[config.mk]
export PLATFORM = sky130hd
export DESIGN_NAME = whr_op_sched_flat
export DESIGN_NICKNAME = d
export VERILOG_FILES = /design/src/rtl/whr_sched_pkg.sv /design/src/rtl/whr_op_sched_if.sv /design/src/rtl/whr_rr_arb.sv /design/src/rtl/whr_op_sched.sv /design/src/flat_wrapper.sv
export SDC_FILE = /design/constraint.sdc
export NUM_CORES = 1
export LEC_CHECK = 0
export ABC_AREA = 1
export ABC_CLOCK_PERIOD_IN_PS = 5000
export CELL_PAD_IN_SITES_DETAIL_PLACEMENT = 1
export CELL_PAD_IN_SITES_GLOBAL_PLACEMENT = 2
export CORE_MARGIN = 2
export CORE_UTILIZATION = 29
export DETAILED_ROUTE_END_ITERATION = 12
export PLACE_DENSITY_LB_ADDON = 0.1
export SYNTH_ARGS = -nofsm -noshare
export SYNTH_HDL_FRONTEND = slang
export SYNTH_SLANG_ARGS = --single-unit
[constraint.sdc]
create_clock -name clk -period 5 [get_ports clk]
set_input_delay 0.5 -clock clk [delete_from_list [all_inputs] [get_ports clk]]
set_output_delay 0.5 -clock clk [all_outputs]
set_load 0.05 [all_outputs]
[src/rtl/whr_sched_pkg.sv]
// Shared types and helpers for the output-port scheduler: FSM encoding,
// registered flit-control bundle and the ceil-log2 width function.
package whr_sched_pkg;

    typedef enum logic {
        ST_IDLE   = 1'b0,
        ST_LOCKED = 1'b1
    } sched_state_e;

    typedef struct packed {
        logic vld;
        logic head;
        logic tail;
    } flit_ctl_t;

    // Bits needed to represent 0..value-1; clogb(buffer_size+1) sizes the credit counter.
    function automatic int clogb(input int value);
        int r;
        r = 0;
        while ((1 << r) < value) r++;
        return r;
    endfunction

endpackage

[src/rtl/whr_op_sched_if.sv]
// Request/grant/flit-control bundle between the router inputs and one
// output-port scheduler.
interface whr_op_sched_if #(
    parameter int num_ports = 5
);
    logic [num_ports-1:0] req_ip;
    logic [num_ports-1:0] req_head_ip;
    logic [num_ports-1:0] req_tail_ip;
    logic [num_ports-1:0] gnt_ip;
    logic [num_ports-1:0] xbr_ctrl_ip;
    logic                 flit_valid;
    logic                 flit_head;
    logic                 flit_tail;
    logic                 flow_ctrl_in;
    logic                 full;
    logic                 error;

    modport master (
        output req_ip, req_head_ip, req_tail_ip, flow_ctrl_in,
        input  gnt_ip, xbr_ctrl_ip, flit_valid, flit_head, flit_tail, full, error
    );

    modport slave (
        input  req_ip, req_head_ip, req_tail_ip, flow_ctrl_in,
        output gnt_ip, xbr_ctrl_ip, flit_valid, flit_head, flit_tail, full, error
    );
endinterface

[src/rtl/whr_rr_arb.sv]
// Combinational round-robin arbiter: the lowest requesting index at or after
// the pointer (wrapping) wins; gnt is one-hot or zero.
module whr_rr_arb #(
    parameter int n  = 5,
    parameter int pw = 3
) (
    input  logic [n-1:0]  req,
    input  logic [pw-1:0] pointer,
    output logic [n-1:0]  gnt
);

    always_comb begin
        logic found;
        int   idx;
        gnt   = '0;
        found = 1'b0;
        idx   = 0;
        for (int i = 0; i < n; i++) begin
            idx = (int'(pointer) + i) % n;
            if (!found && req[idx]) begin
                gnt[idx] = 1'b1;
                found    = 1'b1;
            end
        end
    end

endmodule

[src/rtl/whr_op_sched.sv]
// Wormhole output-port scheduler: round-robin head arbitration, packet lock
// until tail, credit-based flow control and a one-cycle registered xbar stage.
module whr_op_sched
    import whr_sched_pkg::*;
#(
    parameter int num_ports   = 5,
    parameter int buffer_size = 8
) (
    input logic           clk,
    input logic           reset,
    whr_op_sched_if.slave bus
);

    localparam int            CW       = clogb(buffer_size + 1);
    localparam int            PW       = (num_ports > 1) ? clogb(num_ports) : 1;
    localparam logic [CW-1:0] CRED_MAX = CW'(buffer_size);
    localparam logic [PW-1:0] LAST_IP  = PW'(num_ports - 1);

    sched_state_e         state;
    logic [PW-1:0]        owner;
    logic [PW-1:0]        pointer;
    logic [CW-1:0]        credits;
    logic [num_ports-1:0] xbr_q;
    flit_ctl_t            flit_q;
    logic                 error_q;

    logic [num_ports-1:0] elig;
    logic [num_ports-1:0] arb_gnt;
    logic [num_ports-1:0] gnt;
    logic [PW-1:0]        winner;
    logic                 granted;
    logic                 win_head;
    logic                 win_tail;
    logic                 has_credit;
    logic                 err_nxt;

    assign has_credit = (credits != '0);
    assign elig       = bus.req_ip & bus.req_head_ip;

    whr_rr_arb #(
        .n  (num_ports),
        .pw (PW)
    ) u_arb (
        .req     (elig),
        .pointer (pointer),
        .gnt     (arb_gnt)
    );

    // Grant is suppressed during reset so a held request cannot dequeue a flit.
    always_comb begin
        gnt = '0;
        if (reset && has_credit) begin
            if (state == ST_IDLE) gnt = arb_gnt;
            else                  gnt[owner] = bus.req_ip[owner];
        end
    end

    always_comb begin
        winner = '0;
        for (int i = 0; i < num_ports; i++)
            if (gnt[i]) winner = PW'(i);
    end

    assign granted  = |gnt;
    assign win_head = |(gnt & bus.req_head_ip);
    assign win_tail = |(gnt & bus.req_tail_ip);

    // Protocol violations: credit overflow, body flit with no owner, or a new
    // head from the input that already owns the port.
    always_comb begin
        err_nxt = bus.flow_ctrl_in && !granted && (credits == CRED_MAX);
        if (state == ST_IDLE) err_nxt = err_nxt | (|(bus.req_ip & ~bus.req_head_ip));
        else                  err_nxt = err_nxt | (bus.req_ip[owner] & bus.req_head_ip[owner]);
    end

    always_ff @(posedge clk) begin
        if (!reset) begin
            state   <= ST_IDLE;
            owner   <= '0;
            pointer <= '0;
            credits <= CRED_MAX;
            xbr_q   <= '0;
            flit_q  <= '0;
            error_q <= 1'b0;
        end else begin
            xbr_q   <= gnt;
            flit_q  <= '{vld: granted, head: win_head, tail: win_tail};
            error_q <= err_nxt;

            case (state)
                ST_IDLE: begin
                    if (granted) begin
                        pointer <= (winner == LAST_IP) ? '0 : winner + PW'(1);
                        // Single-flit packets never take the lock.
                        if (!win_tail) begin
                            state <= ST_LOCKED;
                            owner <= winner;
                        end
                    end
                end
                ST_LOCKED: begin
                    if (granted && win_tail) state <= ST_IDLE;
                end
            endcase

            if (granted && !bus.flow_ctrl_in)
                credits <= credits - CW'(1);
            else if (!granted && bus.flow_ctrl_in && (credits != CRED_MAX))
                credits <= credits + CW'(1);
        end
    end

    assign bus.gnt_ip      = gnt;
    assign bus.xbr_ctrl_ip = xbr_q;
    assign bus.flit_valid  = flit_q.vld;
    assign bus.flit_head   = flit_q.head;
    assign bus.flit_tail   = flit_q.tail;
    assign bus.full        = ~has_credit;
    assign bus.error       = error_q;

endmodule

[src/flat_wrapper.sv]
// flat-port wrapper written by rule: the top's interface ports become plain ports
module whr_op_sched_flat import whr_sched_pkg::*;
#(
    parameter int num_ports   = 5,
    parameter int buffer_size = 8
)
  (clk, reset, bus_req_ip, bus_req_head_ip, bus_req_tail_ip, bus_flow_ctrl_in, bus_gnt_ip, bus_xbr_ctrl_ip, bus_flit_valid, bus_flit_head, bus_flit_tail, bus_full, bus_error);
  whr_op_sched_if #(.num_ports(num_ports)) bus_i ();
  input logic clk;
  input logic reset;
  input wire logic [$bits(bus_i.req_ip)-1:0] bus_req_ip;
  input wire logic [$bits(bus_i.req_head_ip)-1:0] bus_req_head_ip;
  input wire logic [$bits(bus_i.req_tail_ip)-1:0] bus_req_tail_ip;
  input wire logic [$bits(bus_i.flow_ctrl_in)-1:0] bus_flow_ctrl_in;
  output wire logic [$bits(bus_i.gnt_ip)-1:0] bus_gnt_ip;
  output wire logic [$bits(bus_i.xbr_ctrl_ip)-1:0] bus_xbr_ctrl_ip;
  output wire logic [$bits(bus_i.flit_valid)-1:0] bus_flit_valid;
  output wire logic [$bits(bus_i.flit_head)-1:0] bus_flit_head;
  output wire logic [$bits(bus_i.flit_tail)-1:0] bus_flit_tail;
  output wire logic [$bits(bus_i.full)-1:0] bus_full;
  output wire logic [$bits(bus_i.error)-1:0] bus_error;
  assign bus_i.req_ip = bus_req_ip;
  assign bus_i.req_head_ip = bus_req_head_ip;
  assign bus_i.req_tail_ip = bus_req_tail_ip;
  assign bus_i.flow_ctrl_in = bus_flow_ctrl_in;
  assign bus_gnt_ip = bus_i.gnt_ip;
  assign bus_xbr_ctrl_ip = bus_i.xbr_ctrl_ip;
  assign bus_flit_valid = bus_i.flit_valid;
  assign bus_flit_head = bus_i.flit_head;
  assign bus_flit_tail = bus_i.flit_tail;
  assign bus_full = bus_i.full;
  assign bus_error = bus_i.error;
  whr_op_sched #(.num_ports(num_ports), .buffer_size(buffer_size)) u_core (.clk(clk), .reset(reset), .bus(bus_i));
endmodule
# Word-level counts from Yosys, hierarchy flattened
# Cells that the tools add are included.
# word_totals
word_cells	136
out_inout_bits	15
in_bits	18
regBits	20
# op_classes
n_mux	54
n_eq_ne	3
n_lt_le_gt_ge	12
n_bitwise	16
n_div	5
reduce_logical	30
addsub	7
# ops
cell	count
$ge A32 B1 Y1 const B	5
$lt A32 B5 Y1 const B	5
$mod A32 B4 Y32 const B	4
$mux W5	7
$mod A4 B4 Y32 const B	1
$mux W1	27
$and A5 B5 Y5	5
$bmux W1 S3	7
$or A5 B5 Y5	4
$reduce_or A5 Y1	4
$demux W1 S3	6
$logic_and A1 B1 Y1	16
$add A3 B2 Y4 const B	2
$mux W4	2
$logic_not A1 Y1	6
$mux W3	2
$not A5 Y5	1
$add A3 B1 Y4 const B	1
$add A3 B3 Y4 const B	1
$add A4 B1 Y4 const B	1
$eq A4 B4 Y1 const B	1
$lt A3 B4 Y1 const B	1
$mux W2	2
$ne A4 B4 Y1 const B	1
12 further kinds	15

# Logic depth before layout (Yosys ltp)
# depth
ltp_word	25
ltp_mapped	40
ltp_nobuf	39

# Cells and area by module
# From an unflattened synthesis, not the netlist that was laid out.
# unflattened
cells_unflattened	573
hier_area_um2	3314.4
# modules_own_cells
module	area_per_inst_um2	instances	seq_area_each_um2	cells_per_inst
whr_rr_arb	2025.7	1	0.0	378
whr_op_sched	1288.7	1	400.4	195

# Worst setup path before layout
# OpenSTA, ideal clock, no wires.
# synth_timing
kind	reg-to-reg
startpoint	reg u_core.pointer[0]
endpoint	reg u_core.credits[3]
stages_incl_launch_ff	40
n_path_buf	1
required_ns	4.878
arrival_ns	4.913
path_slack_ns	-0.034
setup_ns	0.122
synth_period_minus_slack_ns	5.034
cell_sequence	dfxtp_1 -> buf_2 -> inv_1 -> ha_1 -> inv_1 -> ha_1 -> inv_1 -> ha_1 -> o21ai_2 -> nand2_1 -> xor2_1 -> ha_1 -> inv_1 -> o21ai_1 -> nand2_1 -> nand2_1 -> nand2_1 -> inv_1 -> [4 not listed] -> inv_1 -> nand3_1 -> nand2_1 -> inv_2 -> nand2_2 -> nand2_2 -> nand3_4 -> inv_4 -> nand2_8 -> nand2_8 -> inv_1 -> ha_1 -> nand2_1 -> nand2_1 -> a31oi_1 -> nand3_1 -> nand3_1 -> nand3_1
# synth_between
elab_chain_cells	24
word_cells_on_any_way	79
classes_between	add/sub: 4; div: 5; order compare: 10; mux: 37; bitwise: 4; reduce/logical: 19
# synth_rtl
element	line_no	source
from (decl)	whr_op_sched.sv:21	logic [PW-1:0] pointer;
from (signal assigned)	whr_op_sched.sv:93	pointer <= (winner == LAST_IP) ? '0 : winner + PW'(1);
branches (longest 16 deep; another with $mod A32 B4 Y32)	--	
$mux W5 *	whr_rr_arb.sv:20	if (!found && req[idx]) begin
$mux W5 *	whr_op_sched.sv:53	if (state == ST_IDLE) gnt = arb_gnt;
$mux W5 *	whr_op_sched.sv:52	if (reset && has_credit) begin
$reduce_or A5 Y1 *	whr_op_sched.sv:64	assign granted = |gnt;
$logic_not A1 Y1	whr_op_sched.sv:108	else if (!granted && bus.flow_ctrl_in && (credits != CRED_MAX))
$logic_and A1 B1 Y1 (2 in series)	whr_op_sched.sv:108	
$reduce_bool A2 Y1 (no source line)	--	
to (signal assigned)	whr_op_sched.sv:107	credits <= credits - CW'(1);
to (signal assigned)	whr_op_sched.sv:109	credits <= credits + CW'(1);
to (decl)	whr_op_sched.sv:22	logic [CW-1:0] credits;
# Mark *: on every way between the ends. The select of a mux whose other input is x is not followed.
# A chain may end at the register's enable or synchronous reset.

# Worst setup path after layout
# layout_timing
startpoint	reg u_core.pointer[1]
endpoint	reg u_core.credits[3]
# The elaborated chain is that of the path after synthesis.

==> flow_summary.json <==
{
  "status": "finished clean",
  "fin_nets": 617,
  "power.internal_mw": 1.28,
  "relSlewSlack": 0.497,
  "synth-seq-cells": 20,
  "period_share": 0.932,
  "synthTopCellsByArea": "ha_1, dfxtp_1, nand2_1",
  "synth-async-reset-ratio": 0,
  "p_per_area_nw_per_um2": 734,
  "syn_area_per_cell_um2": 6.38,
  "fmax_ghz": 0.215,
  "vdd_drop_max_uv": 295,
  "fin_worst_skew_ns": 0.00651,
  "path_buf_inv": 5,
  "min_path_type": "register to register",
  "critical_path_class": "register to register",
  "crit_fanout": 8,
  "combPwrFrac": 0.858,
  "period_minus_slack_ns": 4.66,
  "wire_per_inst_um": 15.1,
  "fillers": 1406,
  "crit_path_end": "u_core.credits[3]",
  "first_iter_violations": 87,
  "yosysTopAreaCell": "ha_1",
  "synth_area_um2": 3230,
  "dp_cells": 695,
  "vias_per_cell": 4.81,
  "numClockSinks": 20,
  "cts_buffers": 3,
  "tightest_slew_ns": 0.746,
  "instances_no_fill": 702,
  "synthDistinctLibCells": 43,
  "grt_first_pass_wirelength_um": 17100,
  "port_buffers": 32,
  "synth_common_cells": "nand2_1, inv_1, nor2_1, nand3_1, ha_1",
  "drt_first_pass_iters": 7,
  "crit_family": "simple AND/OR/NAND/NOR gates",
  "core_area_um2": 10800,
  "cts.clk_slew.worst_paths_ns": 0.09,
  "drc": 0,
  "cts_max_path_buffers": 2,
  "die-width_um": 110,
  "rows": 38,
  "finalSetupViolations": 0,
  "syn_inst": 506,
  "die_h_um": 110,
  "fin_util": 0.386,
  "antenna_found_initial": 0,
  "dieArea_um2": 12000,
  "critical_path.startpoint": "u_core.pointer[1]",
  "worst-path-stages": 34,
  "dpl.hpwl_um": 8730,
  "p_seq_frac": 0.087,
  "ys.flop_type": "dfxtp_1",
  "num_vias": 3375,
  "synth_top_area_share": 0.132,
  "r2r-start": "u_core.pointer[1]",
  "critical_path_arrival_ns": 4.81,
  "yosysMostFrequentCell": "nand2_1",
  "grt_usage": 0.180,
  "power_frac_clock": 0.055,
  "root_buffer": "clkbuf_8",
  "grt_pass1_vias": 3403,
  "required_ns": 5.14,
  "cap_violations": 0,
  "p_leak_nw": 2.09,
  "dp_slack_ns": -0.192,
  "clk_latency_ns": 0.27,
  "rr_endpoint": "u_core.credits[3]",
  "max_stage_delay_ns": 0.38,
  "layout-drive-gt1-share": 0.242,
  "netSwitchingFraction": 0.582,
  "grt_max_degree": 20,
  "antenna_left": 0,
  "area_delta_synth_final_pct": 29.4,
  "drt_wl_total_um": 10600,
  "finalHoldViolations": 0,
  "end_kind": "register",
  "synth_edf_count": 0,
  "gp_congestion": 0.866,
  "antenna_cells": 0,
  "slew_viol_final": 0,
  "ff2ff_path_depth": 34,
  "reg2reg_slack_ns": 0.34,
  "crit_path_start_kind": "register",
  "holdBufCountCts": 0,
  "p_sw_mw": 1.79,
  "fin_hold_ws_ns": 0.559,
  "crit_slowest_cell": "dfxtp_4",
  "io_pins": 33,
  "grt_overflow_total": 0,
  "yosysSeqAreaShare": 0.124,
  "cts_tree": "yes",
  "synth_nets": 560,
  "htree_num_levels": 1,
  "setup_ws_ns": 0.338,
  "start_util": 0.298,
  "yosys_warnings": 0
}
sequential cells by signal (all words and copies together), names as in the netlist, named ones only:
name	cells
u_core.bus.error	1
u_core.bus.flit_head	1
u_core.bus.flit_tail	1
u_core.bus.flit_valid	1
u_core.bus.xbr_ctrl_ip	5
u_core.credits	4
u_core.owner	3
u_core.pointer	3
logic make-up (layout without fill, tap and decap cells):
logic type | after synthesis | after routing | share of synthesized area
and+or+nand+nor | 279 | 279 | 0.467
buffers and inverters | 92 | 148 | 0.111
AOI/OAI and AO/OA | 72 | 72 | 0.133
adders and majority gates | 36 | 36 | 0.144
DFF | 20 | 20 | 0.124
xor gates and xnor gates | 7 | 7 | 0.0213
metrics by stage:
stage | total power [mW] | cell area (um^2) | setup TNS [ns]
floorplan | 2.04 | 3230 | 0
global placement | 2.70 | 3920 | 0
detailed placement | 2.74 | 3920 | -0.192
CTS | 2.95 | 4020 | 0
global route | 3.39 | 4180 | -0.0723
finish | 3.07 | 4180 | 0
placed cells by master (no fill, tap or decap), types with 3 or more instances in the layout:
cell type and count:
nand2_2 26, nand3_1 46, a21oi_1 24, nor3_1 3, nor2_4 7, nand4_1 11, nand3_4 3, a31oi_1 3
xor2_1 3, inv_4 4, clkbuf_8 3, o31ai_1 4, dfxtp_1 17, o211ai_1 7, clkdlybuf4s50_1 27, o21ai_1 6
nand2_4 9, nand3b_1 4, o21ai_2 5, nor2_1 47, inv_1 71, nand2_8 3, nand2_1 99, inv_2 11
buf_4 26, buf_12 5, nor3b_1 4, a21oi_2 3, nand3_2 10, o21ai_0 12, ha_2 3, ha_1 29
metal layers:
layer | vias to the layer above | wire (um) | global-route usage
li1 | 1760 | - | -
met1 | 1581 | 5380 | 0.263
met2 | 30 | 4930 | 0.294
met3 | 4 | 230 | 0.0213
met4 | 0 | 51 | 0.0163
met5 | - | 0 | 0
final cells by class:
class | count | area, um^2 | share of cell area
Clock inverter | 1 | 30.0 | 0.00718
Sequential cell | 20 | 409 | 0.0979
Timing Repair Buffer | 58 | 566 | 0.135
Tap cell | 140 | 175 | 0.0419
Inverter | 86 | 333 | 0.0796
Clock buffer | 3 | 41.3 | 0.00988
Multi-Input combinational cell | 394 | 2630 | 0.628
how the worst min path moves through the flow:
stage	cells after the start	slack (ns)	start	to
finish	2	0.56	u_core.credits[3]	u_core.credits[3]
global route	2	0.60	u_core.credits[3]	u_core.credits[3]
CTS	2	0.55	u_core.credits[2]	u_core.credits[2]
detailed placement	2	0.52	u_core.credits[2]	u_core.credits[2]
global placement	2	0.52	u_core.credits[2]	u_core.credits[2]
floorplan	2	0.49	u_core.credits[2]	u_core.credits[2]
worst min-delay path, stage by stage (launching register included):
cell and delay [ns]:
dfxtp_1 0.34, nand3_1 0.09, nand3_1 0.08
power by group through the flow:
stage / Combinational [mW] / Sequential [mW] / Clock, mW
floorplan: 1.68 / 0.361 / 0
CTS: 2.52 / 0.263 / 0.172
detailed placement: 2.47 / 0.266 / 0
global placement: 2.44 / 0.262 / 0
global route: 2.94 / 0.275 / 0.180
finish: 2.63 / 0.268 / 0.169
what timing repair did:
| item | in CTS | in global routing |
|---|---|---|
| cloned | 0 | 0 |
| pin swaps | 2 | 13 |
| setup buffers | 0 | 3 |
| gates resized for setup | 7 | 37 |
| endpoints found under the setup margin | 2 | 8 |
Note: power is estimated with default switching activity, not from simulation.
